$ cat src/rtl/mult_pkg.sv
// Shared types and constants for the sequential FP significand multiplier.
// Used by mult_unpack and mult_seq_core.
package mult_pkg;

    typedef enum logic [1:0] {
        IDLE,
        CALC,
        DONE
    } state_t;

    localparam int unsigned BIAS        = 127;
    localparam int unsigned EXP_SPECIAL = 300;
    localparam int unsigned MANT_W      = 24;
    localparam int unsigned PROD_W      = 48;

    // Biased product exponent for two normal operands; negative results clamp to 0.
    function automatic logic [9:0] biased_exp_sum(input logic [7:0] ea, input logic [7:0] eb);
        logic signed [10:0] sum;
        sum = $signed({3'b000, ea}) + $signed({3'b000, eb}) - $signed(11'(BIAS));
        return sum[10] ? '0 : sum[9:0];
    endfunction

endpackage

$ cat src/rtl/mult_unpack.sv
// Combinational IEEE-754 single unpacker: sign, exponent field, significand
// with hidden bit, and zero (subnormals flushed) / special (Inf or NaN) flags.
module mult_unpack
    import mult_pkg::*;
(
    input  logic [31:0]       op,
    output logic              sign,
    output logic [7:0]        exp_f,
    output logic [MANT_W-1:0] mant,
    output logic              is_zero,
    output logic              is_special
);

    always_comb begin
        sign       = op[31];
        exp_f      = op[30:23];
        is_zero    = (op[30:23] == 8'h00);
        is_special = (op[30:23] == 8'hFF);
        mant       = {~is_zero, op[22:0]};
    end

endmodule

$ cat src/rtl/mult_seq_core.sv
// Sequential shift-add significand multiplier feeding a downstream normaliser.
// Define MULT_SEQ_EARLY_EXIT_EN to send zero/special operands straight to DONE.
module mult_seq_core
    import mult_pkg::*;
#(
    parameter int unsigned BITS_PER_CYCLE = 1
) (
    input  logic        clk,
    input  logic        rst_n,
    input  logic [31:0] a,
    input  logic [31:0] b,
    input  logic        in_valid,
    output logic        in_ready,
    output logic        sign,
    output logic [9:0]  exp_sum,
    output logic [47:0] mant_prod,
    output logic        out_valid,
    input  logic        out_ready
);

    localparam int unsigned ITERS = MANT_W / BITS_PER_CYCLE;
    localparam int unsigned CNT_W = $clog2(ITERS + 1);
    localparam logic [CNT_W-1:0] CNT_LAST = CNT_W'(ITERS - 1);

    state_t            state_q, state_d;
    logic [CNT_W-1:0]  cnt_q, cnt_d;
    logic [PROD_W-1:0] mcand_q, mcand_d;
    logic [MANT_W-1:0] mplier_q, mplier_d;
    logic [PROD_W-1:0] acc_q, acc_d;
    logic              res_sign_q, res_sign_d;
    logic [9:0]        res_exp_q, res_exp_d;
    logic              sign_q, sign_d;
    logic [9:0]        exp_sum_q, exp_sum_d;
    logic [PROD_W-1:0] mant_prod_q, mant_prod_d;
    logic              out_valid_q, out_valid_d;

    logic              sign_a, sign_b, zero_a, zero_b, spec_a, spec_b;
    logic [7:0]        exp_a, exp_b;
    logic [MANT_W-1:0] mant_a, mant_b;

    mult_unpack u_unpack_a (
        .op        (a),
        .sign      (sign_a),
        .exp_f     (exp_a),
        .mant      (mant_a),
        .is_zero   (zero_a),
        .is_special(spec_a)
    );

    mult_unpack u_unpack_b (
        .op        (b),
        .sign      (sign_b),
        .exp_f     (exp_b),
        .mant      (mant_b),
        .is_zero   (zero_b),
        .is_special(spec_b)
    );

    logic              accept;
    logic              forced;
    logic [PROD_W-1:0] step_sum;

    always_comb begin
        accept   = in_valid && (state_q == IDLE);
        forced   = zero_a || zero_b || spec_a || spec_b;
        step_sum = acc_q;
        for (int unsigned i = 0; i < BITS_PER_CYCLE; i++) begin
            if (mplier_q[i]) step_sum = step_sum + (mcand_q << i);
        end
    end

    always_comb begin
        state_d     = state_q;
        cnt_d       = cnt_q;
        mcand_d     = mcand_q;
        mplier_d    = mplier_q;
        acc_d       = acc_q;
        res_sign_d  = res_sign_q;
        res_exp_d   = res_exp_q;
        sign_d      = sign_q;
        exp_sum_d   = exp_sum_q;
        mant_prod_d = mant_prod_q;
        out_valid_d = out_valid_q;

        unique case (state_q)
            IDLE: begin
                if (accept) begin
                    res_sign_d = sign_a ^ sign_b;
                    if (zero_a || zero_b)      res_exp_d = '0;
                    else if (spec_a || spec_b) res_exp_d = 10'(EXP_SPECIAL);
                    else                       res_exp_d = biased_exp_sum(exp_a, exp_b);
                    // A zero multiplier forces the accumulated product to 0.
                    mcand_d  = PROD_W'(mant_a);
                    mplier_d = forced ? '0 : mant_b;
                    acc_d    = '0;
                    cnt_d    = '0;
`ifdef MULT_SEQ_EARLY_EXIT_EN
                    state_d  = forced ? DONE : CALC;
`else
                    state_d  = CALC;
`endif
                end
            end
            CALC: begin
                acc_d    = step_sum;
                mcand_d  = mcand_q << BITS_PER_CYCLE;
                mplier_d = mplier_q >> BITS_PER_CYCLE;
                if (cnt_q == CNT_LAST) begin
                    cnt_d   = '0;
                    state_d = DONE;
                end else begin
                    cnt_d = cnt_q + 1'b1;
                end
            end
            DONE: begin
                // First DONE cycle loads the result registers; handshake only once valid.
                if (!out_valid_q) begin
                    sign_d      = res_sign_q;
                    exp_sum_d   = res_exp_q;
                    mant_prod_d = acc_q;
                    out_valid_d = 1'b1;
                end else if (out_ready) begin
                    out_valid_d = 1'b0;
                    state_d     = IDLE;
                end
            end
            default: state_d = IDLE;
        endcase
    end

    always_ff @(posedge clk or negedge rst_n) begin
        if (!rst_n) begin
            state_q     <= IDLE;
            cnt_q       <= '0;
            mcand_q     <= '0;
            mplier_q    <= '0;
            acc_q       <= '0;
            res_sign_q  <= 1'b0;
            res_exp_q   <= '0;
            sign_q      <= 1'b0;
            exp_sum_q   <= '0;
            mant_prod_q <= '0;
            out_valid_q <= 1'b0;
        end else begin
            state_q     <= state_d;
            cnt_q       <= cnt_d;
            mcand_q     <= mcand_d;
            mplier_q    <= mplier_d;
            acc_q       <= acc_d;
            res_sign_q  <= res_sign_d;
            res_exp_q   <= res_exp_d;
            sign_q      <= sign_d;
            exp_sum_q   <= exp_sum_d;
            mant_prod_q <= mant_prod_d;
            out_valid_q <= out_valid_d;
        end
    end

    assign in_ready  = (state_q == IDLE);
    assign sign      = sign_q;
    assign exp_sum   = exp_sum_q;
    assign mant_prod = mant_prod_q;
    assign out_valid = out_valid_q;

endmodule

$ cat config.mk
export PLATFORM = sky130hd
export DESIGN_NAME = mult_seq_core
export DESIGN_NICKNAME = d
export VERILOG_FILES = /design/src/rtl/mult_pkg.sv /design/src/rtl/mult_unpack.sv /design/src/rtl/mult_seq_core.sv
export SDC_FILE = /design/constraint.sdc
export NUM_CORES = 1
export LEC_CHECK = 0
export CAP_MARGIN = 20
export CORE_UTILIZATION = 35
export CTS_CLUSTER_DIAMETER = 80
export DETAILED_ROUTE_END_ITERATION = 7
export PLACE_DENSITY = 0.57
export SLEW_MARGIN = 20
export SYNTH_ARGS = -nofsm -noshare
export SYNTH_HDL_FRONTEND = slang
export SYNTH_HIERARCHICAL = 1
export SYNTH_SLANG_ARGS = --single-unit
$ cat constraint.sdc
create_clock -name clk -period 2.7 [get_ports clk]
set_clock_uncertainty 0.05 [all_clocks]
set_input_delay 0.675 -clock clk [delete_from_list [all_inputs] [get_ports clk]]
set_output_delay 0.675 -clock clk [all_outputs]
set_load 0.01 [all_outputs]
==> results.md, run 1 <==
- Most frequent CP cell: a21oi_2
- FP Rows: 66
- Die ar.: ~34000 µm²
- Num CTS Buffers: 17
- All-Layer GR Usage: 0.181
- Via/cell ratio: 5.06
- Ys flop type: dfrtp_1
- Starting Density: 0.355
- Slowest CP cell: dfrtp_1
- NumNets Final: around 1600
- Via Count: roughly 9500
- Hold Vio Cnt, Final: 0
- Die height: approximately 180 µm
- Final Cycle Share: 0.982
- CP max stage delay: roughly 400 ps
- IO Pins: 129
- Leakage power total: around 0.0067 µW
- Max Clk Rate: about 380 MHz
- Max Slew Vio Count: 0
- Power Total: about 18000 µW
- Async set-reset flop share out of synthesis: 1.00
- CP arrival: 2940 ps
- Initial antenna violation count: 1
- Number of global-route vias before repair: 9602
- Fillers: between 3000 and 4000
- CP Class: reg -> reg
- Drt wl/cell: about 16 µm
- Total congestion overflow: 0
- Req. time, crit path: roughly 3000 ps
- Maximum clock path buffer count: 2
- CTS HTree Levels: 4
- Initial DRC Count: a little under 500
- Met2 Use GR: 0.297
- Mapped Nets: between 1000 and 1500
- Syn-to-layout area delta: 28.7%
- Critical Path Sink Type: flop
- CP Max Fanout: 3
- Final WL: approximately 29000 µm
- Max transition margin: 0.539
- Top Usage Layer GRT: met2
- Tmin final: between 2000 and 3000 ps
- Post-Synthesis Cell Area: 11600 µm²
- Clock Latency Late Sink: between 400 and 500 ps
- Met1 Track Usage GR: 0.234
- Share of cells above drive strength 1: 0.235
- Number of synthesized flops with an enable pin: 0
- Maximum vdd ir drop: ~550 µV
- Netlist cell types: 65
- Util after Layout: 0.457
- Synthesized area per cell: approximately 9.2 µm²
- Final setup fails: 0
- CP Launch Type: flop
- Worst-margin pin slew: 691 ps
- CTS tree: done
- First-pass GRT wire length: about 50000 µm
- HPWL Detailed: roughly 21000 µm
- Largest net degree at the start of global routing: 65
- CTS sink count: 196
- Worst-path cell chain: ha_2, fa_2, a21oi_2, o211ai_1, nand4_1, a21oi_2, o21ai_1, buf_4, a31oi_1, or3_1, a32o_1
- Max-cap violations: 0
- Placer Congestion: just under 0.9
- ANT nets after route: 0
- Length of the first detailed-routing pass in iterations: 4
- Met3 Use GR: 0.0477
- Status: completed
- Synth Warn #: 6
- DRC: 0
- Core ar.: ~33000 µm²
- Reg clk slew, reported paths: approximately 80 ps
- Pwr Density: ~1200 nW/µm²
- Die Width: ~180 µm
- Path type of the worst min-delay path: in -> async
- Buffers on Ports: around 130
- Unrepaired setup endpoints after global routing: yes
- Syn Inst Count: about 1300
- Sequential area share after synthesis: 0.424
- #FFs+latches synth: 196
- Root Driver: clkbuf_16
==> stage by stage <==
stage                     setup slack [ps]  std cells  cell area (µm²)  hold slack [ps]  setup TNS [ps]
after floorplan                       -237       1252            11600              329           -1970
after global placement                -724       1835            13900              440           -8180
after detailed placement              -748       1835            13900              445           -9300
after CTS                             18.9       1869            14500             93.3               0
after global routing                  -141       1876            14900              109            -451
final                                 47.3       1877            14900             99.1               0
==> where the power goes <==
group	internal (µW)	leakage, µW	switching (µW)
Sequential	4260	0.00249	985
Combinational	5020	0.00393	5320
Clock	1230	0.000280	1250
Total	10500	0.00670	7560
==> flip-flops by register name (all words and copies together) (netlist names) <==
register,count
res_sign_q,1
exp_sum,9
mcand_q,48
mant_prod,48
cnt_q,5
res_exp_q,9
out_valid,1
mplier_q,24
state_q,2
acc_q,48
sign,1
==> layer usage <==
metal | share of wire | routed length, µm | vias to the layer above
met3 | 0.050 | 1470 | 26
met2 | 0.47 | 13900 | 168
li1 | - | - | 4723
met4 | 0.015 | 438 | 0
met1 | 0.46 | 13600 | 4590
met5 | 0 | 0 | -
==> placed cells by master (no fill, tap or decap), types with 25 or more instances in the layout <==
master / synthesis / layout
dfrtp_1: 196 / 196
nand2_1: 182 / 180
buf_4: 66 / 151
clkdlybuf4s50_1: 0 / 119
nor2_1: 108 / 103
o21ai_0: 87 / 78
mux2_2: 58 / 58
a21oi_1: 66 / 52
ha_1: 63 / 42
a31oi_1: 28 / 28
inv_1: 28 / 25
xnor2_1: 26 / 25
==> cell usage after synthesis (all sizes together), types with 8 or more instances <==
cell	count	area [µm²]
a21o	24	180
a21oi	70	373
a221oi	24	216
a22o	12	106
a31oi	28	175
and3	10	65.1
buf	83	574
clkbuf	51	191
dfrtp	196	4900
ha	63	788
inv	28	105
mux2	58	653
nand2	182	683
nand3	23	115
nand4	20	131
nor2	108	405
nor2b	9	56.3
o21a	8	60.1
o21ai	99	495
o21bai	10	75.1
o31ai	14	105
xnor2	26	228
xor2	14	123
==> critical path, delay by kind of cell, from the launching register on <==
| family | cells | cell delay (ps) |
|---|---|---|
| AOI/OAI and AO/OA | 6 | 860 |
| DFF | 1 | 390 |
| adders and majority gates | 2 | 560 |
| and+or+nand+nor | 2 | 550 |
| buffers and inverters | 1 | 140 |
==> worst paths after layout <==
kind / from / endpoint / slack [ps] / cells after the start
setup / recovery: acc_q[0] / acc_q[32] / 50 / 11
hold / removal: rst_n / mplier_q[18] / 100 / 1
setup reg to reg: acc_q[0] / acc_q[32] / 50 / 11
hold reg to reg: mant_prod[20] / mant_prod[20] / 460 / 1
max in group asynchronous: rst_n / acc_q[15] / 1740 / 2
min in group clk: mant_prod[20] / mant_prod[20] / 460 / 1
==> repair_timing <==
| action | CTS | global route |
|---|---|---|
| setup endpoints to repair | 18 | 33 |
| hold buffers | 0 | 0 |
| gates resized for setup | 14 | 66 |
| pin swaps | 5 | 28 |
| setup buffers | 2 | 7 |
==> final cells by class <==
type	instances	area [µm²]	share of cell area
timing repair buffer	284	2500	0.168
sequential	196	4900	0.330
clock buffer	18	429	0.0289
inverter	28	105	0.00707
clock inverter	14	131	0.00883
multi-input combinational	894	6240	0.420
antenna	1	2.50	0.000168
tap	442	553	0.0372
==> cell families after synthesis <==
| group | count (synthesis) | synth area share |
|---|---|---|
| AOI/OAI and AO/OA | 328 | 0.185 |
| DFF | 196 | 0.424 |
| and+or+nand+nor | 399 | 0.154 |
| muxes | 61 | 0.0591 |
| other | 1 | 0.000325 |
| buffers and inverters | 162 | 0.0754 |
| xor gates and xnor gates | 40 | 0.0303 |
| adders and majority gates | 65 | 0.0717 |
(Power assumes the default switching activity.)
==> run 2: changes to the inputs <==
- CORE_MARGIN: default -> 1.5
- HOLD_SLACK_MARGIN: default -> 0.05
==> results.md, run 2 (synthesis results as in run 1) <==
- Buffers on Ports: 127 (unchanged)
- Starting Density: 0.355 (unchanged)
- Worst-path cell chain: ha_2, fa_2, a21oi_2, o211ai_1, nand4_1, a21oi_2, o21ai_1, buf_4, a31oi_2, or3_1, a32o_1
- NumNets Final: 1557 (+0.19%)
- Maximum clock path buffer count: 2 (unchanged)
- R2r endpoint: acc_q[32]
- CP Max Fanout: 3 (unchanged)
- IO Pins: 129 (unchanged)
- FP Rows: 66 (unchanged)
- Max Slew Vio Count: 0 (unchanged)
- Largest net degree at the start of global routing: 65 (unchanged)
- Psw: 7550 µW (about the same)
- Hold Vio Cnt, Final: 0 (unchanged)
- Worst-margin pin slew: 646 ps (-44.8 ps)
- Critical Path Sink Type: flop
- Slowest CP cell: dfrtp_1
- Power Internal: 10700 µW (+1.3%)
- CTS sink count: 196 (unchanged)
- Status: completed
- Initial antenna violation count: 1 (unchanged)
- CP Launch Type: flop
- All-Layer GR Usage: 0.181 (about the same)
- CP arrival: 2970 ps (+30 ps)
- Maximum vdd ir drop: 495 µV (-11%)
- Drt wl/cell: 15.8 µm (+0.49%)
- HPWL Detailed: 21600 µm (+0.95%)
- Final std cells w/o fill: 1879 (+0.11%)
- Inst Count DP: 1830 (-0.27%)
- Cts hold-fix bufs: 0 (unchanged)
- Comb pwr share: 0.575 (+0.003)
- Final setup fails: 0 (unchanged)
- Tmin final: 2680 ps (+30.1 ps)
- Syn-to-layout area delta: 29.8%
- Final WL: 29600 µm (+0.60%)
- Fillers: 3183 (+0.19%)
- Worst R2R Setup Slack: 20 ps (-30 ps)
- Die height: 185 µm (+0.54%)
- ANT nets after route: 0 (unchanged)
- Via Count: 9595 (+0.93%)
- Via/cell ratio: 5.11 (+0.82%)
- Share of cells above drive strength 1: 0.239 (+0.00368)
- Path type of the worst min-delay path: in -> async
- Clock power share: 0.137 (about the same)
- Number of global-route vias before repair: 9775 (+1.8%)
- Root Driver: clkbuf_16
- CTS HTree Levels: 4 (unchanged)
- Cells on worst reg2reg path: 11 (unchanged)
- Switching portion of total power: 0.415 (-0.00332)
- Final Cycle Share: 0.994 (+0.0111)
- CP Class: reg -> reg
- Die ar.: 34100 µm² (+1.1%)
- Commonest non-fill, non-tap cells in the layout: dfrtp_1 (195), nand2_1 (180), buf_4 (150), clkdlybuf4s50_1 (119), nor2_1 (104)
- Most common cell after layout, fill and taps aside: dfrtp_1
- Leakage power total: 0.00672 µW (+0.33%)
- Hold slack: 154 ps (+55.2 ps)
- Max transition margin: 0.569 (+0.0299)
- Req. time, crit path: 2990 ps (about the same)
- Num CTS Buffers: 17 (unchanged)
- Total congestion overflow: 0 (unchanged)
- Reg2reg start: acc_q[0]
- Max-cap violations: 0 (unchanged)
- Max Clk Rate: 373 MHz (-1.1%)
- Core ar.: 32500 µm² (unchanged)
- Placer Congestion: 0.888 (+1.2%)
- Most frequent CP cell: a21oi_2
- Die Width: 185 µm (+0.54%)
- Clock Latency Late Sink: 440 ps (-20 ps)
- Util after Layout: 0.461 (+0.00381)
- First-pass GRT wire length: 48900 µm (+0.75%)
- Sequential share of power: 0.289 (about the same)
- Fin Setup TNS: 0 ps (unchanged)
- Pwr Density: 1210 nW/µm² (about the same)
- Initial DRC Count: 403 (-19%)
- Length of the first detailed-routing pass in iterations: 5 (+1)
- Unrepaired setup endpoints after global routing: yes
- CTS tree: done
- CP max stage delay: 390 ps (about the same)
- Reg clk slew, reported paths: 80 ps (about the same)
- Ant. Diodes: 0 (-1)
- DRC: 0 (unchanged)
[run 2: how the worst max path moves through the flow]
stage | depth (start not counted) | from | to | slack [ps]
floorplan | 12 | b[24] | res_exp_q[7] | -240
global placement | 12 | b[24] | res_exp_q[0] | -720
detailed placement | 12 | b[24] | res_exp_q[1] | -790
CTS | 11 | acc_q[4] | acc_q[34] | 2
global route | 11 | mcand_q[0] | acc_q[46] | -90
finish | 11 | acc_q[0] | acc_q[32] | 20
[run 2: final cells by class]
type	count	area, µm²	share of cell area
clock inverter	13	116	0.00776
tap	442	553	0.0369
multi-input combinational	894	6290	0.420
sequential	196	4910	0.327
timing repair buffer	287	2570	0.171
inverter	28	105	0.00701
clock buffer	19	453	0.0302
[run 2: timing repair]
action,4_1_cts,5_1_grt
pin swaps,8,30
cloned,0,0
setup endpoints to repair,20,34
resized for setup,18,67
buffers inserted,6,11
[run 2: power by group through the flow]
| stage | Combinational (µW) | Clock [µW] | Sequential [µW] |
|---|---|---|---|
| after global routing | 11600 | 2690 | 5440 |
| after global placement | 9620 | 0 | 5210 |
| after floorplan | 5920 | 0 | 5160 |
| final | 10500 | 2490 | 5260 |
| after CTS | 9860 | 2580 | 5190 |
| after detailed placement | 9760 | 0 | 5230 |
[run 2: layer usage]
| layer | part of all wire | global-route usage | vias to the layer above |
|---|---|---|---|
| met5 | 0 | 0 | - |
| met4 | 0.017 | 0.0592 | 0 |
| met3 | 0.050 | 0.0449 | 22 |
| met2 | 0.47 | 0.296 | 186 |
| met1 | 0.46 | 0.234 | 4666 |
| li1 | - | - | 4721 |
[run 2: stage by stage]
stage | power, µW | cell area [µm²] | worst slack (ps)
after detailed placement | 15000 | 13900 | -788
after CTS | 17600 | 14500 | 1.66
final | 18200 | 15000 | 17.2
after floorplan | 11100 | 11600 | -237
after global placement | 14800 | 13900 | -720
after global routing | 19700 | 15000 | -91.6
[run 2: critical path: cells and delay by family (launching register included)]
kind / cells / cell delay [ps]
buf+inv: 1 / 150
flops: 1 / 390
simple gates: 2 / 570
compound gates: 6 / 870
fa+ha+maj: 2 / 550
